### config.mk
export PLATFORM = sky130hd
export DESIGN_NAME = sb_trans_rx_fsm
export DESIGN_NICKNAME = d
export VERILOG_FILES = /design/src/rtl/sb_trans_rx_fsm.sv
export SDC_FILE = /design/constraint.sdc
export NUM_CORES = 1
export LEC_CHECK = 0
export ABC_AREA = 1
export BUFFER_PORTS_ARGS = -buffer_cell sky130_fd_sc_hd__clkbuf_2
export CAP_MARGIN = 20
export CORE_MARGIN = 1.5
export CORE_UTILIZATION = 55
export DETAILED_ROUTE_END_ITERATION = 8
export MAX_ROUTING_LAYER = met4
export PLACE_DENSITY = 0.8
export SLEW_MARGIN = 20
export SYNTH_ARGS = -nofsm -noshare
export SYNTH_HDL_FRONTEND = slang
export SYNTH_SLANG_ARGS = --single-unit
### constraint.sdc
create_clock -name sb_clk -period 3.75 [get_ports sb_clk]
set_input_delay 0.75 -clock sb_clk [delete_from_list [all_inputs] [get_ports sb_clk]]
set_output_delay 0.75 -clock sb_clk [all_outputs]
set_load 0.1 [all_outputs]
### src/rtl/sb_trans_rx_fsm.sv
// sb_trans_rx_fsm -- sideband transaction receiver.
// Deserializes the SBRX line (10-bit symbols: start 0, 8 data LSB first, stop 1),
// parses DLE/STX/ETX AT frames and DLE/LSE/CLSE LT frames, reports each frame.
// Optional feature macro: SB_RX_CRC_CHECK_EN (CRC-16 check of AT frames).
// Ports:
//   sb_clk        sideband clock, one bit time per cycle
//   rst           asynchronous active-low reset
//   sbrx          serial sideband line, idle high
//   trans_rcvd    decoded type (2 AT cmd, 3 AT rsp, 4 LT), valid with rx_valid
//   rx_valid      one-cycle pulse, frame accepted
//   rx_addr       AT address byte
//   rx_len        AT length byte (bit7 write, [6:0] count)
//   rx_data       AT data, first byte in [7:0]
//   rx_err        one-cycle pulse, frame discarded
//   disconnected  sbrx held low for DISC_CYCLES synchronized samples
module sb_trans_rx_fsm #(
  parameter int DISC_CYCLES = 32
) (
  input  logic        sb_clk,
  input  logic        rst,
  input  logic        sbrx,
  output logic [2:0]  trans_rcvd,
  output logic        rx_valid,
  output logic [7:0]  rx_addr,
  output logic [7:0]  rx_len,
  output logic [23:0] rx_data,
  output logic        rx_err,
  output logic        disconnected
);
  localparam int DCW = $clog2(DISC_CYCLES + 1);
  localparam logic [7:0] SYM_DLE  = 8'hFE;
  localparam logic [7:0] SYM_CMD  = 8'h05;
  localparam logic [7:0] SYM_RSP  = 8'h04;
  localparam logic [7:0] SYM_LSE  = 8'h80;
  localparam logic [7:0] SYM_CLSE = 8'h7F;
  localparam logic [7:0] SYM_ETX  = 8'h40;
  localparam logic [2:0] TR_CMD = 3'd2;
  localparam logic [2:0] TR_RSP = 3'd3;
  localparam logic [2:0] TR_LT  = 3'd4;

  // synchronizer, resets to idle-high
  logic [1:0] sync;
  logic       sbrx_s;
  always_ff @(posedge sb_clk or negedge rst)
    if (!rst) sync <= 2'b11;
    else      sync <= {sync[0], sbrx};
  assign sbrx_s = sync[1];

  // disconnect detect: consecutive low samples, saturating
  logic [DCW-1:0] disc_cnt;
  always_ff @(posedge sb_clk or negedge rst)
    if (!rst) begin
      disc_cnt     <= '0;
      disconnected <= 1'b0;
    end else if (sbrx_s) begin
      disc_cnt     <= '0;
      disconnected <= 1'b0;
    end else if (disc_cnt != DCW'(DISC_CYCLES)) begin
      disc_cnt <= disc_cnt + 1'b1;
      if (disc_cnt == DCW'(DISC_CYCLES - 1)) disconnected <= 1'b1;
    end

  // bit layer
  typedef enum logic [1:0] {BIT_IDLE, BIT_DATA, BIT_STOP, BIT_WAIT} bit_st_t;
  bit_st_t    bst;
  logic [2:0] bcnt;
  logic [7:0] shreg;
  logic       sym_valid, ferr;
  logic [7:0] sym;

  always_ff @(posedge sb_clk or negedge rst)
    if (!rst) begin
      bst   <= BIT_IDLE;
      bcnt  <= '0;
      shreg <= '0;
    end else if (disconnected) begin
      bst <= BIT_IDLE;
    end else begin
      case (bst)
        BIT_IDLE: if (!sbrx_s) begin bst <= BIT_DATA; bcnt <= '0; end
        BIT_DATA: begin
          shreg <= {sbrx_s, shreg[7:1]};
          bcnt  <= bcnt + 3'd1;
          if (bcnt == 3'd7) bst <= BIT_STOP;
        end
        BIT_STOP: bst <= sbrx_s ? BIT_IDLE : BIT_WAIT;
        default:  if (sbrx_s) bst <= BIT_IDLE;
      endcase
    end

  // Symbol strobes are combinational off the bit state so the frame decision
  // lands in the output register right behind the synchronizer.
  // A bad stop bit is reported when the line returns high: a line held low
  // long enough becomes a disconnect, which forces BIT_IDLE and is silent.
  assign sym       = shreg;
  assign sym_valid = (bst == BIT_STOP) && sbrx_s && !disconnected;
  assign ferr      = (bst == BIT_WAIT) && sbrx_s && !disconnected;

  // symbol FSM
  typedef enum logic [3:0] {WAIT_DLE1, WAIT_TYPE, WAIT_CLSE, AT_ADDR, AT_LEN,
                            AT_DATA, AT_CRC_HI, AT_CRC_LO, WAIT_DLE2, WAIT_ETX} st_t;
  st_t         st;
  logic [2:0]  typ_sh;
  logic [7:0]  addr_sh, len_sh;
  logic [23:0] data_sh;
  logic [1:0]  n_sh, idx;
  logic [6:0]  n_len;
  logic        crc_ok;

  // reads carry no data; responses and writes carry len[6:0] bytes
  assign n_len = ((typ_sh == TR_RSP) || sym[7]) ? sym[6:0] : 7'd0;

`ifdef SB_RX_CRC_CHECK_EN
  logic [15:0] crc_acc, crc_rx;

  function automatic logic [15:0] crc16_upd(input logic [15:0] c, input logic [7:0] d);
    logic [15:0] r;
    r = c;
    for (int i = 7; i >= 0; i--)
      r = (r[15] ^ d[i]) ? ({r[14:0], 1'b0} ^ 16'h8005) : {r[14:0], 1'b0};
    return r;
  endfunction

  // covers STX through the last data byte; restarted on every type symbol
  always_ff @(posedge sb_clk or negedge rst)
    if (!rst) begin
      crc_acc <= 16'hFFFF;
      crc_rx  <= '0;
    end else if (sym_valid) begin
      case (st)
        WAIT_TYPE:                 crc_acc <= crc16_upd(16'hFFFF, sym);
        AT_ADDR, AT_LEN, AT_DATA:  crc_acc <= crc16_upd(crc_acc, sym);
        AT_CRC_HI:                 crc_rx[15:8] <= sym;
        AT_CRC_LO:                 crc_rx[7:0]  <= sym;
        default: ;
      endcase
    end
  assign crc_ok = (crc_acc == crc_rx);
`else
  assign crc_ok = 1'b1;
`endif

  always_ff @(posedge sb_clk or negedge rst)
    if (!rst) begin
      st         <= WAIT_DLE1;
      rx_valid   <= 1'b0;
      rx_err     <= 1'b0;
      trans_rcvd <= '0;
      rx_addr    <= '0;
      rx_len     <= '0;
      rx_data    <= '0;
      typ_sh     <= '0;
      addr_sh    <= '0;
      len_sh     <= '0;
      data_sh    <= '0;
      n_sh       <= '0;
      idx        <= '0;
    end else begin
      rx_valid <= 1'b0;
      rx_err   <= 1'b0;
      if (disconnected) begin
        st <= WAIT_DLE1;
      end else if (ferr) begin
        if (st != WAIT_DLE1) begin rx_err <= 1'b1; st <= WAIT_DLE1; end
      end else if (sym_valid) begin
        case (st)
          WAIT_DLE1: if (sym == SYM_DLE) st <= WAIT_TYPE;
          WAIT_TYPE:
            if (sym == SYM_CMD)      begin typ_sh <= TR_CMD; st <= AT_ADDR; end
            else if (sym == SYM_RSP) begin typ_sh <= TR_RSP; st <= AT_ADDR; end
            else if (sym == SYM_LSE) st <= WAIT_CLSE;
            else begin rx_err <= 1'b1; st <= WAIT_DLE1; end
          WAIT_CLSE: begin
            if (sym == SYM_CLSE) begin rx_valid <= 1'b1; trans_rcvd <= TR_LT; end
            else rx_err <= 1'b1;
            st <= WAIT_DLE1;
          end
          AT_ADDR: begin addr_sh <= sym; st <= AT_LEN; end
          AT_LEN: begin
            len_sh  <= sym;
            data_sh <= '0;
            idx     <= '0;
            n_sh    <= n_len[1:0];
            if (n_len > 7'd3)       begin rx_err <= 1'b1; st <= WAIT_DLE1; end
            else if (n_len == 7'd0) st <= AT_CRC_HI;
            else                    st <= AT_DATA;
          end
          AT_DATA: begin
            case (idx)
              2'd0:    data_sh[7:0]   <= sym;
              2'd1:    data_sh[15:8]  <= sym;
              default: data_sh[23:16] <= sym;
            endcase
            idx <= idx + 2'd1;
            if (idx == n_sh - 2'd1) st <= AT_CRC_HI;
          end
          AT_CRC_HI: st <= AT_CRC_LO;
          AT_CRC_LO: st <= WAIT_DLE2;
          WAIT_DLE2:
            if (sym == SYM_DLE) st <= WAIT_ETX;
            else begin rx_err <= 1'b1; st <= WAIT_DLE1; end
          WAIT_ETX: begin
            if (sym == SYM_ETX && crc_ok) begin
              rx_valid   <= 1'b1;
              trans_rcvd <= typ_sh;
              rx_addr    <= addr_sh;
              rx_len     <= len_sh;
              rx_data    <= data_sh;
            end else begin
              rx_err <= 1'b1;
            end
            st <= WAIT_DLE1;
          end
          default: st <= WAIT_DLE1;
        endcase
      end
    end
endmodule

==> results of run 1 <==
sequential cells by signal, indices dropped and copies added (netlist names):
name / cells
disc_cnt: 6
n_sh: 2
disconnected: 1
shreg: 8
len_sh: 8
st: 4
bcnt: 3
rx_len: 8
bst: 2
rx_err: 1
idx: 2
data_sh: 24
trans_rcvd: 3
rx_valid: 1
rx_data: 24
typ_sh: 2
rx_addr: 8
addr_sh: 8
sync: 2
where the power goes:
| part | total, W | switching [W] | leakage (nW) | internal, W |
|---|---|---|---|---|
| Combinational | 0.000758 | 0.000549 | 1.17 | 0.000209 |
| Clock | 0.00164 | 0.000604 | 0.294 | 0.00104 |
| Sequential | 0.00153 | 0.000129 | 1.61 | 0.00140 |
metrics by stage:
stage               power, W  hold slack (ps)  setup WS (ps)  instances
floorplan            0.00206              345           1490        599
global placement     0.00223              347           1100        744
detailed placement   0.00228              347            933        744
CTS                  0.00392              275            924        776
global route         0.00411              305            616        776
finish               0.00393              249            882        776
kinds of logic (layout without fill, tap and decap cells):
| group | count (synthesis) | count (layout) |
|---|---|---|
| and+or+nand+nor | 277 | 277 |
| DFF | 117 | 117 |
| buffers and inverters | 85 | 151 |
| adders and majority gates | 11 | 11 |
| xor gates and xnor gates | 1 | 1 |
| AOI/OAI and AO/OA | 108 | 108 |
synth_stat cells:
library cell and number:
clkbuf_1 6, nand4_1 2, nor3_1 6, o22ai_1 1
nor3b_1 1, xnor2_1 1, buf_6 3, inv_1 64
inv_2 6, nor3_4 1, buf_4 1, nor2_4 3
nand3_2 1, nor2_2 1, nor3_2 1, nand3b_1 3
o21ai_0 75, buf_2 4, buf_1 1, dfrtp_1 115
o21ai_2 6, a21oi_1 19, o31ai_1 1, a211oi_1 2
nand2_1 175, nand3_1 26, o21ai_1 4, nor2_1 57
dfstp_2 2, ha_1 11
critical path, stage by stage, from the launching register on:
cell     delay [ps]
dfrtp_1         420
inv_1           150
ha_1            220
nand3_2         110
nor2_4          210
inv_2           100
nor3_4          590
inv_2           570
nand2_1         200
o21ai_0         100
final timing paths:
kind,end,cells past startpoint
setup / recovery,rx_data[13],9
hold / removal,rx_addr[6],1
setup reg to reg,rx_data[13],9
hold reg to reg,sync[1],0
max in group asynchronous,disc_cnt[3],2
min in group sb_clk,sync[0],1
area by class of cell:
class / instances / share of cell area
Sequential cell: 117 / 0.483
Clock inverter: 13 / 0.0285
Timing Repair Buffer: 49 / 0.0433
Multi-Input combinational cell: 397 / 0.308
Clock buffer: 19 / 0.0711
Tap cell: 111 / 0.0229
Inverter: 70 / 0.0433
layer usage:
layer  track usage  share of wire
met4        0.0964          0.022
met3        0.0611          0.055
met1         0.316           0.42
met5             -              0
met2         0.429           0.51
==> metrics.txt, run 1 <==
Post-Syn Area per Cell ~8.6 um^2; leading cell type in the layout, fill and taps excluded nand2_1; post-route ant nets 0; CP Data Arrival Time 3230 ps; # hold bufs at CTS 0; Clock Sinks between 100 and 150; max cap viols 0; Leakage 3.08 nW; Final period util 0.765; Clk Tree Root Cell clkbuf_8; critical path class reg -> reg; Detailed Route Iter0 Violations 450; Synth Area in XOR/XNOR 0.00170; vias in the first global route just over 4,000; final setup violation count 0; GRT Resource Usage Total 0.261; CTS H-tree depth 4; global placer's final weighted congestion 0.923; DR WL/cell 15.3 um; flop2flop setup slack 880 ps; IO Port Bufs 48; Post-Synth Adder-Cell Area 0.0267; largest family of logic cells by synthesized area simple AND/OR/NAND/NOR gates; register area share after synthesis 0.569; TritonRoute pass-1 iters 5; maximum root-to-sink buffer count 2; top-area cell type share of the netlist area 0.559; R2R Path Start bst[0]; top post-synthesis cells by area dfrtp_1, nand2_1, o21ai_0; Hold Crit Class in -> async; vias after detailed routing 4,161; initial antenna violation count 0; Die X 99.8 um; Util after Layout 0.663; critical path endpoint category register; worst-skew pair later-pin latency 520 ps; CP startpoint bst[0]; I/O Pins 49; Slew HR 0.264; Sequential Area between 2000 and 3000 um^2; Post-route DRC 0; share of cells above drive strength 1 0.152; Area Overhead vs Synth 17.8%; Final min period roughly 2900 ps; syn_nets 613; Hold Vio Cnt, Final 0; Cell Area, Placed 5460 um^2; CTS tree done; Peak supply drop approximately 440 uV; post-detail-place hpwl 7630 um; Unique masters post-synth 30; filler instances 688; post-synthesis compound-gate area fraction 0.111; Post-Synth Simple-Gate Area 0.223; Worst Tran Pin Value 1100 ps; GRT Residual Overflow 0; clk slew on worst S/H paths 60 ps; Initial Util 0.563; mux share of post-synthesis cell area 0; # diodes 0; Req. time, crit path 4110 ps; Max Freq 349 MHz; first-pass GRT wire length 19,400 um; Core Region roughly 9000 um^2; post-CTS sizing 0; crit path max fanout 67; die area 9950 um^2; fin. max-slew vios 0; Nets 666; Startpoint Class register; post-route cell area between 6000 and 7000 um^2; commonest non-fill, non-tap cells in the layout nand2_1, dfrtp_1, o21ai_0, inv_1, nor2_1; largest net degree at the start of global routing 70; Die Height about 100 um; row cnt 35; P per Cell Area 647 nW/um^2; post-CTS setup buffers 0; vias per inst 5.36; Multi-input gate area 1870 um^2; Yosys top cell by area dfrtp_1; Netlist Area Pre-Place 5150 um^2; CTS buffer count 17; post-synthesis cell count 599; Max Clock Skew 6.36 ps; Fin Setup TNS 0 ps; Synth warnings 0; status finished clean; RSZ-0062 raised after global routing false; Routed Wire Length ~12,000 um; #FFs+latches synth 117
Note: power is estimated with default switching activity, not from simulation.
==> run 2, diff against run 1 <==
==> constraint.sdc (replaced) <==
create_clock -name sb_clk -period 2.65 [get_ports sb_clk]
set_input_delay 0.53 -clock sb_clk [delete_from_list [all_inputs] [get_ports sb_clk]]
set_output_delay 0.53 -clock sb_clk [all_outputs]
set_load 0.1 [all_outputs]
==> run 2 against run 1 <==
  * Die area unchanged
  * Sequential power up 40%
  * Sequential share of layout area decreased by 0.65 points
  * Non-clock buffer count up 4
  * Final cell count up 0.52%
  * Design area increased by 1.4%
  * Combinational power up 42%
  * First-iteration DRC count fell by 32%
  * Register-to-register slack worse by 560 ps
  * Setup slack got worse by 560 ps
  * Largest power group unchanged
==> metrics.txt, run 2 (same netlist as run 1, synthesis figures left out) <==
Largest stage delay, worst path between 400 and 500 ps; post-CTS setup buffers 0; switching pwr ~0.0018 W; IO Port Bufs 48; Flop pwr share 0.374; Max Freq 430 MHz; P_int 0.00394 W; cell mode on critical path inv_2; GRT Resource Usage Total 0.250; # diodes 0; post-route ant nets 0; RSZ-0062 raised after global routing false; status finished clean; # hold bufs at CTS 1; Regs by FF count data_sh x24, rx_data x24; TritonRoute pass-1 iters 7; Final period util 0.877; Leakage 3.12 nW; critical path class reg -> reg; post-detail-place hpwl around 7400 um; post-CTS sizing 0; Area Overhead vs Synth 19.4%; Slowest-stage cell, CP dfrtp_1; Die Height approximately 100 um; P per Cell Area 930 nW/um^2; GRT Residual Overflow 0; Core Region ~9200 um^2; die area 9950 um^2; critical path endpoint category register; fin. max-slew vios 0; Util after Layout 0.672; Max Clock Skew 12.0 ps; Startpoint Class register; Cell Chain, Critical Path inv_1 -> ha_1 -> nand3_2 -> nor2_4 -> inv_2 -> nor3_4 -> inv_2 -> nand2_1 -> o21ai_0; Die X 99.8 um; Peak supply drop 565 uV; leading cell type in the layout, fill and taps excluded nand2_1; Hold Vio Cnt, Final 0; crit path max fanout 67; largest net degree at the start of global routing 68; CTS buffer count 17; vias per inst about 5.3; CTS tree done; final setup violation count 0; Clk Tree Root Cell clkbuf_8; worst-skew pair later-pin latency 510 ps; I/O Pins 49; commonest non-fill, non-tap cells in the layout nand2_1, dfrtp_1, o21ai_0, inv_1, nor2_1; clk slew on worst S/H paths roughly 60 ps; vias in the first global route ~4,000; Comb power frac 0.188; Req. time, crit path roughly 3000 ps; Pwr Total ~0.0057 W; Slew HR 0.312; initial antenna violation count 0; first-pass GRT wire length 18,700 um; Routed Wire Length approximately 11,000 um; Initial Util 0.563; max cap viols 0; Nets 670; Final min period 2320 ps; vias after detailed routing 4,134; CP Data Arrival Time 2660 ps; DR WL/cell 14.2 um; Detailed Route Iter0 Violations 307; Fin Setup TNS 0 ps; Switching Fraction 0.311; maximum root-to-sink buffer count 2; clock power share 0.437; global placer's final weighted congestion 0.846; share of cells above drive strength 1 0.157; Clock Sinks between 100 and 150; Hold Crit Class in -> reg; row cnt 35; Post-route DRC 0; Worst Tran Pin Value about 1000 ps; CTS H-tree depth 4
-- run 2: layer usage --
| metal | global-route usage | wire [um] | part of all wire |
|---|---|---|---|
| met4 | 0.0791 | 126 | 0.011 |
| met3 | 0.0639 | 419 | 0.038 |
| met2 | 0.408 | 5660 | 0.51 |
| met1 | 0.307 | 4870 | 0.44 |
| met5 | - | 0 | 0 |
-- run 2: through the flow --
stage | instances | cell area, um^2 | setup WS [ps] | hold WS, ps
floorplan | 599 | 5150 | 392 | 234
finish | 780 | 6150 | 327 | 94.5
global placement | 747 | 5490 | 546 | 348
global route | 780 | 6150 | 102 | 74.1
CTS | 780 | 6150 | 329 | 80.8
detailed placement | 747 | 5490 | 415 | 351
-- run 2: worst max-delay path: cells and delay by family, from the launching register on --
family	cells	cell delay (ps)
AO/OA/AOI/OAI	1	120
flip-flops	1	420
adder cells (fa/ha/maj)	1	230
AND/OR/NAND/NOR	4	720
buffers and inverters	3	660
-- run 2: final cells by class --
type,count,area [um^2]
tap,111,139
multi-input combinational,397,1870
inverter,70,263
sequential,117,2930
timing repair buffer,53,295
clock buffer,18,428
fill,704,3000
clock inverter,14,226
-- run 2: final timing paths --
path                                     to  depth (start not counted)     from  slack, ps
min in group asynchronous        rx_addr[3]                          2      rst        500
worst min-delay path                sync[0]                          1     sbrx         90
worst max-delay path            rx_data[14]                          9   bst[0]        330
worst max register to register  rx_data[14]                          9   bst[0]        330
max in group asynchronous       data_sh[19]                          3      rst       1420
worst min register to register      sync[1]                          0  sync[0]        360
-- run 2: power by group through the flow --
stage / logic, W / registers, W / clock network (W)
5_1_grt: 0.00123 / 0.00217 / 0.00261
3_5_place_dp: 0.00105 / 0.00216 / 0
3_3_place_gp: 0.00101 / 0.00215 / 0
4_1_cts: 0.00108 / 0.00214 / 0.00253
2_1_floorplan: 0.000731 / 0.00218 / 0
6_report: 0.00108 / 0.00214 / 0.00250
==> run 3, diff against run 2 <==
--- a/config.mk
+++ b/config.mk
@@ -8,9 +8,9 @@
 export ABC_AREA = 1
 export BUFFER_PORTS_ARGS = -buffer_cell sky130_fd_sc_hd__clkbuf_2
 export CAP_MARGIN = 20
-export CORE_MARGIN = 1.5
 export CORE_UTILIZATION = 55
 export DETAILED_ROUTE_END_ITERATION = 8
+export GPL_TIMING_DRIVEN = 0
 export MAX_ROUTING_LAYER = met4
 export PLACE_DENSITY = 0.8
 export SLEW_MARGIN = 20
==> run 3 against run 2 <==
  * Wire length increased by 0.23%
  * Design area decreased by 0.61%
  * First-iteration DRC count increased by 18%
  * Sequential cell count unchanged
  * Critical path type unchanged
  * Largest cell class unchanged
  * Highest routed layer unchanged
==> metrics.txt, run 3 (same netlist as run 1, synthesis figures left out) <==
flop2flop setup slack 300 ps; DR WL/cell 14.1 um; row cnt 34; worst-skew pair later-pin latency 510 ps; critical path endpoint rx_data[19]; max cap viols 0; reg2reg end rx_data[19]; GRT Resource Usage Total 0.261; TritonRoute pass-1 iters 6; R2R Path Start bst[0]; fin. max-slew vios 0; Final period util 0.885; Detailed Route Iter0 Violations 362; Worst Tran Pin Value 565 ps; final setup violation count 0; critical path endpoint category register; Final min period 2350 ps; vias in the first global route 4,013; post-route ant nets 0; post-CTS sizing 0; commonest non-fill, non-tap cells in the layout nand2_1, dfrtp_1, o21ai_0, inv_1, nor2_1; status finished clean; P per Cell Area around 860 nW/um^2; # diodes 0; r2r worst-path depth 11; Die X 98.8 um; I/O Pins 49; maximum root-to-sink buffer count 2; largest net degree at the start of global routing 82; Die Height just under 100 um; Fin Setup TNS 0 ps; GRT Residual Overflow 0; Regs by FF count data_sh x24, rx_data x24; Peak supply drop between 400 and 500 uV; CTS tree done; Util after Layout 0.687; CP startpoint bst[0]; post-detail-place hpwl 7750 um; CTS buffer count 17; vias per inst 5.37; Startpoint Class register; Hold Crit Class in -> reg; HP Start sbrx; CTS H-tree depth 4; RSZ-0062 raised after global routing false; Area Overhead vs Synth 18.7%; clk slew on worst S/H paths 60 ps; Slew HR 0.622; Hold Vio Cnt, Final 0; first-pass GRT wire length 19,200 um; share of cells above drive strength 1 0.160; Max Clock Skew 8.20 ps; Clock Sinks about 120; Nets 682; Core Region 8890 um^2; Req. time, crit path 3030 ps; Initial Util 0.579; initial antenna violation count 0; Max Freq ~430 MHz; global placer's final weighted congestion a little under 0.9; Leakage 3.11 nW; Clk Tree Root Cell clkbuf_8; WHS Path Cells 1; critical path class reg -> reg; CP Data Arrival Time around 2700 ps; die area 9750 um^2; Post-route DRC 0; Routed Wire Length 11,100 um; leading cell type in the layout, fill and taps excluded nand2_1; vias after detailed routing 4,238; IO Port Bufs 48; crit path max fanout 10
[run 3: cell count changes in the layout (fill, tap and decap cells not counted), moves of 2 or more]
cell / delta
clkbuf_1: +7
clkinv_2: +5
buf_2: +4
bufinv_16: -4
buf_4: -3
buf_6: +3
clkinv_4: -2
[run 3: worst max-delay path, cell delays in order (launching register included)]
cell     delay [ps]
dfrtp_1         410
inv_1           150
ha_1            230
nand3_2         110
nor2_4          210
inv_2           110
nor3_4          410
inv_2           110
buf_4           200
buf_6           150
nand2_1          60
o21ai_1          60
[run 3: per-layer routing]
| layer | share of wire | up-vias | GRT usage |
|---|---|---|---|
| met5 | 0 | - | - |
| met4 | 0.020 | 0 | 0.0873 |
| met3 | 0.055 | 26 | 0.0582 |
| met2 | 0.47 | 149 | 0.397 |
| met1 | 0.46 | 2010 | 0.351 |
| li1 | - | 2053 | - |
[run 3: metrics by stage]
stage	total power (W)	setup slack [ps]	instance area, um^2	cells	hold WS [ps]
global placement	0.00316	-532	5520	755	347
floorplan	0.00291	392	5150	599	234
global route	0.00556	95.6	6110	789	80.6
CTS	0.00528	328	6110	789	74.6
finish	0.00528	303	6110	789	95.4
detailed placement	0.00321	355	5560	756	351
[run 3: cell type report]
class	instances	area, um^2
Buffer	15	87.6
Clock buffer	19	432
Clock inverter	13	110
Fill cell	689	2780
Inverter	70	263
Multi-Input combinational cell	397	1870
Sequential cell	117	2930
Tap cell	108	135
Timing Repair Buffer	50	287
[run 3: how the worst min path moves through the flow]
stage	end
after floorplan	addr_sh[0]
after global placement	sync[1]
after detailed placement	sync[1]
after CTS	sync[0]
after global routing	sync[0]
final	sync[0]
[run 3: power breakdown]
| part | total [W] | switching [W] | internal [W] |
|---|---|---|---|
| clock | 0.00207 | 0.000816 | 0.00126 |
| combinational | 0.00106 | 0.000761 | 0.000302 |
| sequential | 0.00214 | 0.000161 | 0.00198 |
| total | 0.00528 | 0.00174 | 0.00354 |
[run 3: repair_timing]
action                                 CTS  global route
hold buffers                             1             0
buffers inserted                         0             0
endpoints found under the hold margin   36             0
